**config.mk**
```make
export PLATFORM = sky130hd
export DESIGN_NAME = cluster_fetch_unit_flat
export DESIGN_NICKNAME = d
export VERILOG_FILES = /design/src/rtl/cluster_fetch_pkg.sv /design/src/rtl/cluster_fetch_if.sv /design/src/rtl/cluster_fetch_unit.sv /design/src/flat_wrapper.sv
export SDC_FILE = /design/constraint.sdc
export NUM_CORES = 1
export LEC_CHECK = 0
export CORE_UTILIZATION = 41
export CTS_BUF_LIST = sky130_fd_sc_hd__clkbuf_16
export CTS_CLUSTER_DIAMETER = 120
export CTS_CLUSTER_SIZE = 14
export DETAILED_ROUTE_END_ITERATION = 10
export GPL_TIMING_DRIVEN = 0
export PLACE_DENSITY = 0.81
export SLEW_MARGIN = 20
export SYNTH_ARGS = -nofsm -noshare
export SYNTH_HDL_FRONTEND = slang
export SYNTH_SLANG_ARGS = --single-unit
```
**constraint.sdc**
```tcl
create_clock -name clk -period 4.49 [get_ports clk]
set_input_delay 0.898 -clock clk [delete_from_list [all_inputs] [get_ports clk]]
set_output_delay 0.898 -clock clk [all_outputs]
set_load 0.1 [all_outputs]
```
**src/rtl/cluster_fetch_pkg.sv**
```systemverilog
// Shared types and helpers for the cluster instruction-fetch stage.
// Lane geometry, FSM state encoding and the bundle lane-slice function.
package cluster_fetch_pkg;

  localparam int LANES    = 4;
  localparam int INSTR_W  = 32;
  localparam int PC_W     = 32;
  localparam int BUNDLE_W = LANES * INSTR_W;

  typedef enum logic [1:0] {
    IDLE  = 2'd0,
    ISSUE = 2'd1,
    DRAIN = 2'd2,
    RESP  = 2'd3
  } fetch_state_t;

  function automatic logic [INSTR_W-1:0] lane_word(input logic [BUNDLE_W-1:0] bundle,
                                                   input logic [1:0]          idx);
    return bundle[idx*INSTR_W +: INSTR_W];
  endfunction

endpackage

```
**src/rtl/cluster_fetch_if.sv**
```systemverilog
// Request, instruction-memory and response signals of the fetch stage.
// master is the fetch unit; slave is the surrounding pipeline/memory.
interface cluster_fetch_if
  import cluster_fetch_pkg::*;
#(
  parameter int ADDR_W = 10
);
  logic                 req_valid;
  logic                 req_ready;
  logic [BUNDLE_W-1:0]  req_pc;
  logic [LANES-1:0]     req_lane_en;
  logic                 flush;
  logic                 mem_rd_en;
  logic [ADDR_W-1:0]    mem_addr;
  logic [INSTR_W-1:0]   mem_rdata;
  logic                 rsp_valid;
  logic                 rsp_ready;
  logic [BUNDLE_W-1:0]  rsp_instr;
  logic [LANES-1:0]     rsp_lane_valid;
  logic [LANES-1:0]     rsp_fault;
  logic [31:0]          fetch_count;

  modport master (
    input  req_valid, req_pc, req_lane_en, flush, mem_rdata, rsp_ready,
    output req_ready, mem_rd_en, mem_addr, rsp_valid, rsp_instr,
           rsp_lane_valid, rsp_fault, fetch_count
  );

  modport slave (
    output req_valid, req_pc, req_lane_en, flush, mem_rdata, rsp_ready,
    input  req_ready, mem_rd_en, mem_addr, rsp_valid, rsp_instr,
           rsp_lane_valid, rsp_fault, fetch_count
  );
endinterface

```
**src/rtl/cluster_fetch_unit.sv**
```systemverilog
// Four-lane instruction fetch: walks the lanes one per cycle through a single
// read port, assembles a 128-bit bundle and hands it over with valid/ready.
module cluster_fetch_unit
  import cluster_fetch_pkg::*;
#(
  parameter int                 ADDR_W     = 10,
  parameter logic [INSTR_W-1:0] FILL_INSTR = 32'h0000_0000
) (
  input  logic           clk,
  input  logic           reset,
  cluster_fetch_if.master bus
);

  fetch_state_t         state_q, state_d;
  logic [1:0]           lane_q;
  logic [BUNDLE_W-1:0]  pc_q;
  logic [LANES-1:0]     en_q;
  logic [BUNDLE_W-1:0]  instr_q;
  logic [LANES-1:0]     lane_valid_q;
  logic [LANES-1:0]     fault_q;
  logic [31:0]          fetch_count_q;
  logic                 rd_vld_p1;
  logic [1:0]           rd_lane_p1;

  logic [PC_W-1:0]      cur_pc;
  logic                 cur_en;
  logic                 cur_in_range;
  logic                 issue_rd;
  logic                 accept;
  logic                 rsp_fire;

  always_comb begin
    cur_pc       = lane_word(pc_q, lane_q);
    cur_en       = en_q[lane_q];
    cur_in_range = (cur_pc[PC_W-1:ADDR_W] == '0);
    issue_rd     = (state_q == ISSUE) && cur_en && cur_in_range;
    accept       = (state_q == IDLE) && !bus.flush && bus.req_valid;
    rsp_fire     = (state_q == RESP) && !bus.flush && bus.rsp_ready;
  end

  always_comb begin
    bus.req_ready      = (state_q == IDLE) && !bus.flush;
    bus.mem_rd_en      = issue_rd;
    bus.mem_addr       = issue_rd ? cur_pc[ADDR_W-1:0] : '0;
    bus.rsp_valid      = (state_q == RESP);
    bus.rsp_instr      = instr_q;
    bus.rsp_lane_valid = lane_valid_q;
    bus.rsp_fault      = fault_q;
    bus.fetch_count    = fetch_count_q;
  end

  always_comb begin
    state_d = state_q;
    case (state_q)
      IDLE:    if (accept) state_d = ISSUE;
      ISSUE:   if (lane_q == 2'd3) state_d = DRAIN;
      DRAIN:   state_d = RESP;
      RESP:    if (bus.rsp_ready) state_d = IDLE;
      default: state_d = IDLE;
    endcase
    if (bus.flush) state_d = IDLE;
  end

  always_ff @(posedge clk) begin
    if (reset) state_q <= IDLE;
    else       state_q <= state_d;
  end

  // Request latch: PCs and enables are plain data, held for the whole walk.
  always_ff @(posedge clk) begin
    if (accept) begin
      pc_q <= bus.req_pc;
      en_q <= bus.req_lane_en;
    end
  end

  // Issue stage (p0) -> capture stage (p1): memory data lands one cycle later.
  always_ff @(posedge clk) begin
    if (reset) begin
      lane_q        <= 2'd0;
      rd_vld_p1     <= 1'b0;
      rd_lane_p1    <= 2'd0;
      instr_q       <= '0;
      lane_valid_q  <= '0;
      fault_q       <= '0;
      fetch_count_q <= '0;
    end else begin
      rd_vld_p1  <= issue_rd && !bus.flush;
      rd_lane_p1 <= lane_q;

      if (bus.flush) begin
        lane_q <= 2'd0;
      end else if (accept) begin
        lane_q       <= 2'd0;
        instr_q      <= {LANES{FILL_INSTR}};
        lane_valid_q <= '0;
        fault_q      <= '0;
      end else if (state_q == ISSUE) begin
        lane_q <= lane_q + 2'd1;
        if (cur_en && !cur_in_range) fault_q[lane_q] <= 1'b1;
      end

      if (rd_vld_p1 && !bus.flush) begin
        instr_q[rd_lane_p1*INSTR_W +: INSTR_W] <= bus.mem_rdata;
        lane_valid_q[rd_lane_p1]               <= 1'b1;
      end

      if (rsp_fire) fetch_count_q <= fetch_count_q + 32'd1;
    end
  end

endmodule

```
**src/flat_wrapper.sv**
```systemverilog
// flat-port wrapper written by rule: the top's interface ports become plain ports
module cluster_fetch_unit_flat import cluster_fetch_pkg::*;
#(
  parameter int                 ADDR_W     = 10,
  parameter logic [INSTR_W-1:0] FILL_INSTR = 32'h0000_0000
)
  (clk, reset, bus_req_valid, bus_req_pc, bus_req_lane_en, bus_flush, bus_mem_rdata, bus_rsp_ready, bus_req_ready, bus_mem_rd_en, bus_mem_addr, bus_rsp_valid, bus_rsp_instr, bus_rsp_lane_valid, bus_rsp_fault, bus_fetch_count);
  cluster_fetch_if #(.ADDR_W(ADDR_W)) bus_i ();
  input  logic clk;
  input  logic reset;
  input wire logic [$bits(bus_i.req_valid)-1:0] bus_req_valid;
  input wire logic [$bits(bus_i.req_pc)-1:0] bus_req_pc;
  input wire logic [$bits(bus_i.req_lane_en)-1:0] bus_req_lane_en;
  input wire logic [$bits(bus_i.flush)-1:0] bus_flush;
  input wire logic [$bits(bus_i.mem_rdata)-1:0] bus_mem_rdata;
  input wire logic [$bits(bus_i.rsp_ready)-1:0] bus_rsp_ready;
  output wire logic [$bits(bus_i.req_ready)-1:0] bus_req_ready;
  output wire logic [$bits(bus_i.mem_rd_en)-1:0] bus_mem_rd_en;
  output wire logic [$bits(bus_i.mem_addr)-1:0] bus_mem_addr;
  output wire logic [$bits(bus_i.rsp_valid)-1:0] bus_rsp_valid;
  output wire logic [$bits(bus_i.rsp_instr)-1:0] bus_rsp_instr;
  output wire logic [$bits(bus_i.rsp_lane_valid)-1:0] bus_rsp_lane_valid;
  output wire logic [$bits(bus_i.rsp_fault)-1:0] bus_rsp_fault;
  output wire logic [$bits(bus_i.fetch_count)-1:0] bus_fetch_count;
  assign bus_i.req_valid = bus_req_valid;
  assign bus_i.req_pc = bus_req_pc;
  assign bus_i.req_lane_en = bus_req_lane_en;
  assign bus_i.flush = bus_flush;
  assign bus_i.mem_rdata = bus_mem_rdata;
  assign bus_i.rsp_ready = bus_rsp_ready;
  assign bus_req_ready = bus_i.req_ready;
  assign bus_mem_rd_en = bus_i.mem_rd_en;
  assign bus_mem_addr = bus_i.mem_addr;
  assign bus_rsp_valid = bus_i.rsp_valid;
  assign bus_rsp_instr = bus_i.rsp_instr;
  assign bus_rsp_lane_valid = bus_i.rsp_lane_valid;
  assign bus_rsp_fault = bus_i.rsp_fault;
  assign bus_fetch_count = bus_i.fetch_count;
  cluster_fetch_unit #(.ADDR_W(ADDR_W), .FILL_INSTR(FILL_INSTR)) u_core (.clk(clk), .reset(reset), .bus(bus_i));
endmodule
```
==> metrics.yaml, run 1 <==
global_routing:
  grt_max_degree: 39
  met3_usage: 0.0495
  grtUsageMet2: 0.342
  overflow: 0
  grt_pass1_vias: 7462
  busiest_layer: "met2"
  track_usage: 0.198
  antenna_found_initial: 0
  grt_use_met1: 0.236
  grt_pass1_wl_mm: 41.1
critical_path:
  reg2reg_slack_ps: 1730
  path_max_fanout: 10
  cp.arrival_ps: 3090
  worstSetupPathType: "register to output port"
  cp.required_ps: 3590
  r2r_cells: 8
  endpoint: "bus_mem_addr[5]"
  worstSetupStartpointType: "register"
  r2r_end: "u_core.pc_q[43]$_DFFE_PP_"
  worst_setup_path_end_kind: "output port"
  worstReg2RegStart: "u_core.state_q[0]$_SDFFE_PP0P_"
  startpoint: "u_core.lane_q[0]$_SDFFE_PP0P_"
clocking:
  ctsHoldBuffers: 0
  insertion_delay_ps: 550
  clockBufferDepth: 3
  cts.sinks: 307
  cts_buffers: 25
  post_cts_buffers: 0
  clk_pin_slew_worst_paths_ps: 80
  cts_tree: "built"
  cts_root_buf: "clkbuf_16"
  cts-htree-levels: 1
placed_design:
  hpwlAfterDp_mm: 20.3
  gp_congestion: 0.814
  place_area_um2: 14600
  port_buffers: 348
die:
  initial_utilization: 0.421
  rows: 58
  core_um2: 25400
  pin_count: 350
  die_area_um2: 26700
  die_y_um: 163
  die_width_um: 163
sta:
  finalCritPeriodShare: 0.887
  drv_slew: 0
  fin_hold_ws_ps: 475
  worstMarginPinSlew_ps: 1080
  fin_crit_ps: 3980
  rsz0062_at_grt: "no"
  max_slew_margin: 0.275
  fin_skew_ps: 22.4
  max_freq_ghz: 0.251
  setup_viol: 0
  hold_viol: 0
hold_path:
  hp-class: "register to register"
  holdPathStages: 1
synth:
  ys_ff_latch: 307
  ys_seq_area_frac: 0.699
  synthFlopType: "dfxtp_1"
  synth_warnings: 0
  synth_cells: 742
  async_reset_ff_frac: 0
  syn_area_um2: 10700
  synth_edf_count: 132
  synth_area_per_cell_um2: 14.4
  synth.distinct_cells: 44
  synth_fp_nets: 929
detailed_routing:
  viasPerCell: 5.14
  drtAntennaViolNets: 0
  route.vias.total: 7504
  drt_iter0_drc: 474
  wl_per_cell_um: 18.6
  drc_errors: 0
  totalWireLength_mm: 27.1
  drt-pass1-iter-count: 5
cells_and_area:
  finish.instance_area_um2: 15300
  layout-drive-gt1-share: 0.0646
  n_antenna_cell: 0
  nets: 1307
  synthToLayoutAreaGrowth_pct: 43.1
status:
  status: "completed"
power:
  power.density_cell_area_nw_per_um2: 342
  ir_drop_v: 0.000335
  power.leakage_nw: 5.43
  power_mw: 5.23
job:
  maxCapViolations: 0
## worst max-delay path: stages, from the launching register on
cell and delay [ps]:
dfxtp_1 340, buf_4 190, nor4_1 260, nand4_1 170, o221ai_1 330, nand4_1 200, clkbuf_1 300, and2b_1 270
clkbuf_2 460
## cell usage in the layout (no fill, tap or decap), types with 2 or more instances in the layout
cell             synthesis  routed
a21oi_1                 10      10
nand2_1                 16      16
or3_1                    4       4
inv_1                   20      30
nor2_1                  42      42
and2_1                   4       4
nor4_1                  28      28
nand3_1                  9       9
a22o_1                 135     135
and4_1                   5       5
nor4_4                   2       2
o221ai_1                 2       2
dfxtp_1                175     175
xor2_1                   2       2
and3_1                   2       2
dlymetal6s2s_1           0       2
ha_1                    18      18
edfxtp_1               132     132
buf_12                   0       3
nor3_1                  15      15
o21ai_0                  4       4
and2b_1                  3       3
clkbuf_1                25      25
buf_4                    3       3
mux4_2                  11      11
nand4_1                 10      10
clkbuf_2                 0       9
clkdlybuf4s50_1          0     337
buf_2                   12      12
mux2i_1                  3       3
clkbuf_16                0      25
nor2b_1                  8       8
nor4b_1                  2       2
xnor2_1                 25      25
## where the power goes
part           internal (mW)  switching (mW)  total [mW]
sequential              2.98          0.0178        3.00
combinational          0.158           0.126       0.285
clock                   1.00           0.952        1.95
## sequential cells by signal, summed over array words and instances, names as in the netlist, 4 cells and up
register,count
u_core.bus.rsp_lane_valid,4
u_core.bus.fetch_count,32
u_core.bus.rsp_instr,128
u_core.bus.rsp_fault,4
u_core.en_q,4
u_core.pc_q,128
## synthesized netlist by cell type, drive strengths merged (5+ instances only)
cell,n,area share
nand3,10,0.0052
inv,20,0.0070
nor2b,10,0.0068
nor4,30,0.020
mux4,11,0.023
and4,5,0.0041
buf,17,0.0091
a21oi,10,0.0047
nor3,15,0.0070
ha,18,0.021
nor2,42,0.015
edfxtp,132,0.37
nand2,16,0.0056
clkbuf,25,0.0088
nand4,11,0.0078
a22o,135,0.11
dfxtp,175,0.33
xnor2,25,0.020
## cells by family (layout without fill, tap and decap cells)
group | after synthesis | count (layout) | synth area share
XOR/XNOR | 27 | 27 | 0.0221
flip-flops | 307 | 307 | 0.699
multiplexers | 14 | 14 | 0.0260
adder cells (fa/ha/maj) | 18 | 18 | 0.0211
AND/OR/NAND/NOR | 158 | 158 | 0.0845
AO/OA/AOI/OAI | 156 | 156 | 0.123
buffers and inverters | 62 | 450 | 0.0249
## how the worst min path moves through the flow
stage                                         startpoint                                    to  slack, ps
global placement     u_core.bus.rsp_instr[73]$_SDFF_PP0_   u_core.bus.rsp_instr[73]$_SDFF_PP0_        450
CTS                 u_core.bus.rsp_instr[106]$_SDFF_PP0_  u_core.bus.rsp_instr[106]$_SDFF_PP0_        480
finish               u_core.bus.rsp_instr[89]$_SDFF_PP0_   u_core.bus.rsp_instr[89]$_SDFF_PP0_        470
global route         u_core.bus.rsp_instr[55]$_SDFF_PP0_   u_core.bus.rsp_instr[55]$_SDFF_PP0_        480
floorplan                 u_core.state_q[0]$_SDFFE_PP0P_        u_core.state_q[0]$_SDFFE_PP0P_        510
detailed placement   u_core.bus.rsp_instr[79]$_SDFF_PP0_   u_core.bus.rsp_instr[79]$_SDFF_PP0_        460
## what timing repair did
action | 4_1_cts | 5_1_grt
cloned | 0 | 0
resized for setup | 9 | 20
endpoints found under the setup margin | 9 | 11
## per-layer routing
layer	routed length, µm	up-vias	part of all wire
li1	-	3567	-
met1	10500	3560	0.39
met2	13500	315	0.50
met3	2030	62	0.075
met4	1030	0	0.038
met5	0	-	0
## final cells by class
type	count	area (µm²)
inverter	20	78.8
tap	330	413
fill	1956	10100
sequential	307	7470
clock inverter	12	61.3
multi-input combinational	373	2960
timing repair buffer	351	3500
clock buffer	25	626
buffer	42	191
## through the flow
stage	instances	TNS (ps)	setup slack, ps	util
global route	1460	0	211	0.602
finish	1460	0	505	0.602
CTS	1460	0	0.890	0.603
global placement	1420	-2460	-333	0.574
detailed placement	1423	0	328	0.577
floorplan	742	0	172	-
Power figures use the tool's default switching activity.
==> run 2: changes to the inputs <==
--- a/config.mk
+++ b/config.mk
@@ -5,13 +5,14 @@
 export SDC_FILE = /design/constraint.sdc
 export NUM_CORES = 1
 export LEC_CHECK = 0
+export ABC_CLOCK_PERIOD_IN_PS = 4490
 export CORE_UTILIZATION = 41
-export CTS_BUF_LIST = sky130_fd_sc_hd__clkbuf_16
 export CTS_CLUSTER_DIAMETER = 120
 export CTS_CLUSTER_SIZE = 14
 export DETAILED_ROUTE_END_ITERATION = 10
 export GPL_TIMING_DRIVEN = 0
 export PLACE_DENSITY = 0.81
+export RECOVER_POWER = 50
 export SLEW_MARGIN = 20
 export SYNTH_ARGS = -nofsm -noshare
 export SYNTH_HDL_FRONTEND = slang
==> run 2 against run 1 <==
Non-clock buffer count did not move. Clock skew shrank 3.4 ps. Flip-flop and latch count stayed put. Sequential power barely moved. Worst hold slack about the same. Combinational power fell by 9.1%. Core utilization down 0.27 points. The run now ends with max-capacitance violations left. Final area is 0.45% lower. Die area unchanged. Setup slack got worse by 6.2 ps. Global-route usage unchanged. Largest cell class unchanged. Fmax shrank 0.16%.
==> metrics.yaml, run 2 (synthesized netlist as in run 1, its figures left out) <==
critical_path:
  worstReg2RegStart: "u_core.state_q[0]$_SDFFE_PP0P_"
  cp.arrival_ps: 3090  # about the same
  cp.required_ps: 3590  # about the same
  worst_setup_path_end_kind: "output port"
  worstSetupStartpointType: "register"
  path_delay_family: "buffers and inverters"
  critical-path-slowest-cell: "clkbuf_2"
  worstSetupPathType: "register to output port"
  reg2reg_slack_ps: 580  # -1150 ps
  startpoint: "u_core.lane_q[0]$_SDFFE_PP0P_"
  crit_buf_inv: 3  # unchanged
  path_max_fanout: 10  # unchanged
  slowest_delay_ps: 460  # about the same
  cpMostUsedCell: "nand4_1"
  path_cells: "buf_4, nor4_1, nand4_1, o221ai_1, nand4_1, clkbuf_1, and2b_1, clkbuf_2"
power:
  power.density_cell_area_nw_per_um2: 343  # +0.37%
  switching_share: 0.209  # -0.000356
  p_int_mw: 4.14  # about the same
  clkPwrFrac: 0.377  # +0.004
  power.leakage_nw: 5.35  # -1.5%
  combPwrFrac: 0.050  # -0.004
  power_switching_mw: 1.09  # -0.26%
  ir_drop_v: 0.000330  # -1.5%
  pwr-share-seq: 0.573  # about the same
die:
  pin_count: 350  # unchanged
  die_width_um: 163  # unchanged
  core_um2: 25400  # unchanged
  rows: 58  # unchanged
  die_area_um2: 26700  # unchanged
  initial_utilization: 0.421  # unchanged
  die_y_um: 163  # unchanged
sta:
  finalCritPeriodShare: 0.889  # +0.00138
  max_freq_ghz: 0.251  # -0.16%
  rsz0062_at_grt: "no"
  hold_viol: 0  # unchanged
  worst_slack_ps: 499  # -6.22 ps
  fin_skew_ps: 19.0  # -3.45 ps
  setup_viol: 0  # unchanged
  max_slew_margin: 0.0135  # -0.262
  drv_slew: 0  # unchanged
  fin_crit_ps: 3990  # +6.22 ps
  worstMarginPinSlew_ps: 1470  # +388 ps
cells_and_area:
  synthToLayoutAreaGrowth_pct: 42.5
  layout-drive-gt1-share: 0.0549  # -0.00973
  finish.instance_area_um2: 15200  # -0.45%
  final_cell_mix: "203 x clkdlybuf4s50_1, 175 x dfxtp_1, 135 x a22o_1"
  final_common_cell: "clkdlybuf4s50_1"
  nets: 1307  # unchanged
detailed_routing:
  drt_iter0_drc: 438  # -7.6%
  drc_errors: 0  # unchanged
  viasPerCell: 5.13  # -0.11%
  drt-pass1-iter-count: 5  # unchanged
  wl_per_cell_um: 18.5  # -0.38%
  totalWireLength_mm: 27.1  # about the same
  drtAntennaViolNets: 0  # unchanged
  route.vias.total: 7532  # +0.37%
clocking:
  cts_root_buf: "clkbuf_16"
  cts.sinks: 307  # unchanged
  ctsHoldBuffers: 0  # unchanged
  post_cts_buffers: 0  # unchanged
  insertion_delay_ps: 540  # about the same
  cts_tree: "built"
  clockBufferDepth: 3  # unchanged
  clk_pin_slew_worst_paths_ps: 80  # about the same
  cts-htree-levels: 1  # unchanged
  cts_buffers: 25  # unchanged
hold_path:
  hp-start: "u_core.bus.rsp_instr[89]$_SDFF_PP0_"
  hp-class: "register to register"
global_routing:
  overflow: 0  # unchanged
  track_usage: 0.198  # unchanged
  grt_pass1_wl_mm: 41.0  # about the same
  grt_use_met1: 0.236  # unchanged
  grt_pass1_vias: 7462  # unchanged
  grt_max_degree: 39  # unchanged
  met3_usage: 0.0495  # unchanged
  grtUsageMet2: 0.342  # unchanged
  busiest_layer: "met2"
  antenna_found_initial: 7  # +7
placed_design:
  port_buffers: 348  # unchanged
  preCtsSetupSlack_ps: 328  # unchanged
  hpwlAfterDp_mm: 20.3  # unchanged
  gp_congestion: 0.814  # unchanged
  place_area_um2: 14600  # unchanged
status:
  status: "finished, violations left"
  violations: "max-capacitance violations"
job:
  maxCapViolations: 1  # +1
-- run 2: through the flow --
stage	instances	util	total power, mW	hold WS [ps]	TNS [ps]
global route	1467	0.600	5.41	485	0
CTS	1460	0.603	5.30	478	0
detailed placement	1423	0.577	3.35	455	0
floorplan	742	-	3.14	508	0
finish	1467	0.600	5.23	475	0
global placement	1420	0.574	3.33	455	-2460
-- run 2: worst paths after layout --
check | endpoint | cells past startpoint
max | bus_mem_addr[5] | 8
min | u_core.bus.rsp_instr[89]$_SDFF_PP0_ | 1
max reg2reg | u_core.pc_q[43]$_DFFE_PP_ | 8
min reg2reg | u_core.bus.rsp_instr[89]$_SDFF_PP0_ | 1
-- run 2: timing repair --
action | CTS | global route
gates resized for setup | 9 | 20
endpoints found under the setup margin | 9 | 11
pin swaps | 0 | 0
-- run 2: final cells by class --
class / count / area (µm²)
antenna: 7 / 17.5
inverter: 20 / 76.3
tap: 330 / 413
clock inverter: 2 / 23.8
buffer: 42 / 180
multi-input combinational: 373 / 2900
sequential: 307 / 7470
fill: 1964 / 10200
clock buffer: 35 / 663
timing repair buffer: 351 / 3490
-- run 2: metal layers --
| layer | wire length (µm) | vias to the layer above |
|---|---|---|
| met5 | 0 | - |
| met4 | 959 | 0 |
| met3 | 1940 | 60 |
| met2 | 13500 | 322 |
| met1 | 10700 | 3579 |
| li1 | - | 3571 |
-- run 2: power groups by stage --
stage          Clock [mW]  Combinational, mW  Sequential (mW)
6_report             1.97              0.259             3.00
3_3_place_gp            0              0.272             3.06
3_5_place_dp            0              0.287             3.06
5_1_grt              2.13              0.279             3.00
2_1_floorplan           0             0.0814             3.06
4_1_cts              2.01              0.287             3.00
-- run 2: worst register-to-register path: stages, from the launching register on --
cell and delay (ps):
dfxtp_1 400, inv_1 100, ha_1 230, nor2b_1 140, nand2_1 130, clkinvlp_2 1150
clkbuf_2 870, buf_12 420, buf_12 190
==> run 3: changes to the inputs <==
--- a/config.mk
+++ b/config.mk
@@ -11,9 +11,9 @@
 export CTS_CLUSTER_SIZE = 14
 export DETAILED_ROUTE_END_ITERATION = 10
 export GPL_TIMING_DRIVEN = 0
+export HOLD_SLACK_MARGIN = 0.12
 export PLACE_DENSITY = 0.81
 export RECOVER_POWER = 50
-export SLEW_MARGIN = 20
 export SYNTH_ARGS = -nofsm -noshare
 export SYNTH_HDL_FRONTEND = slang
 export SYNTH_SLANG_ARGS = --single-unit
==> results of run 3 <==
The final DEF is identical to that of run 2; final timing and power are the same.
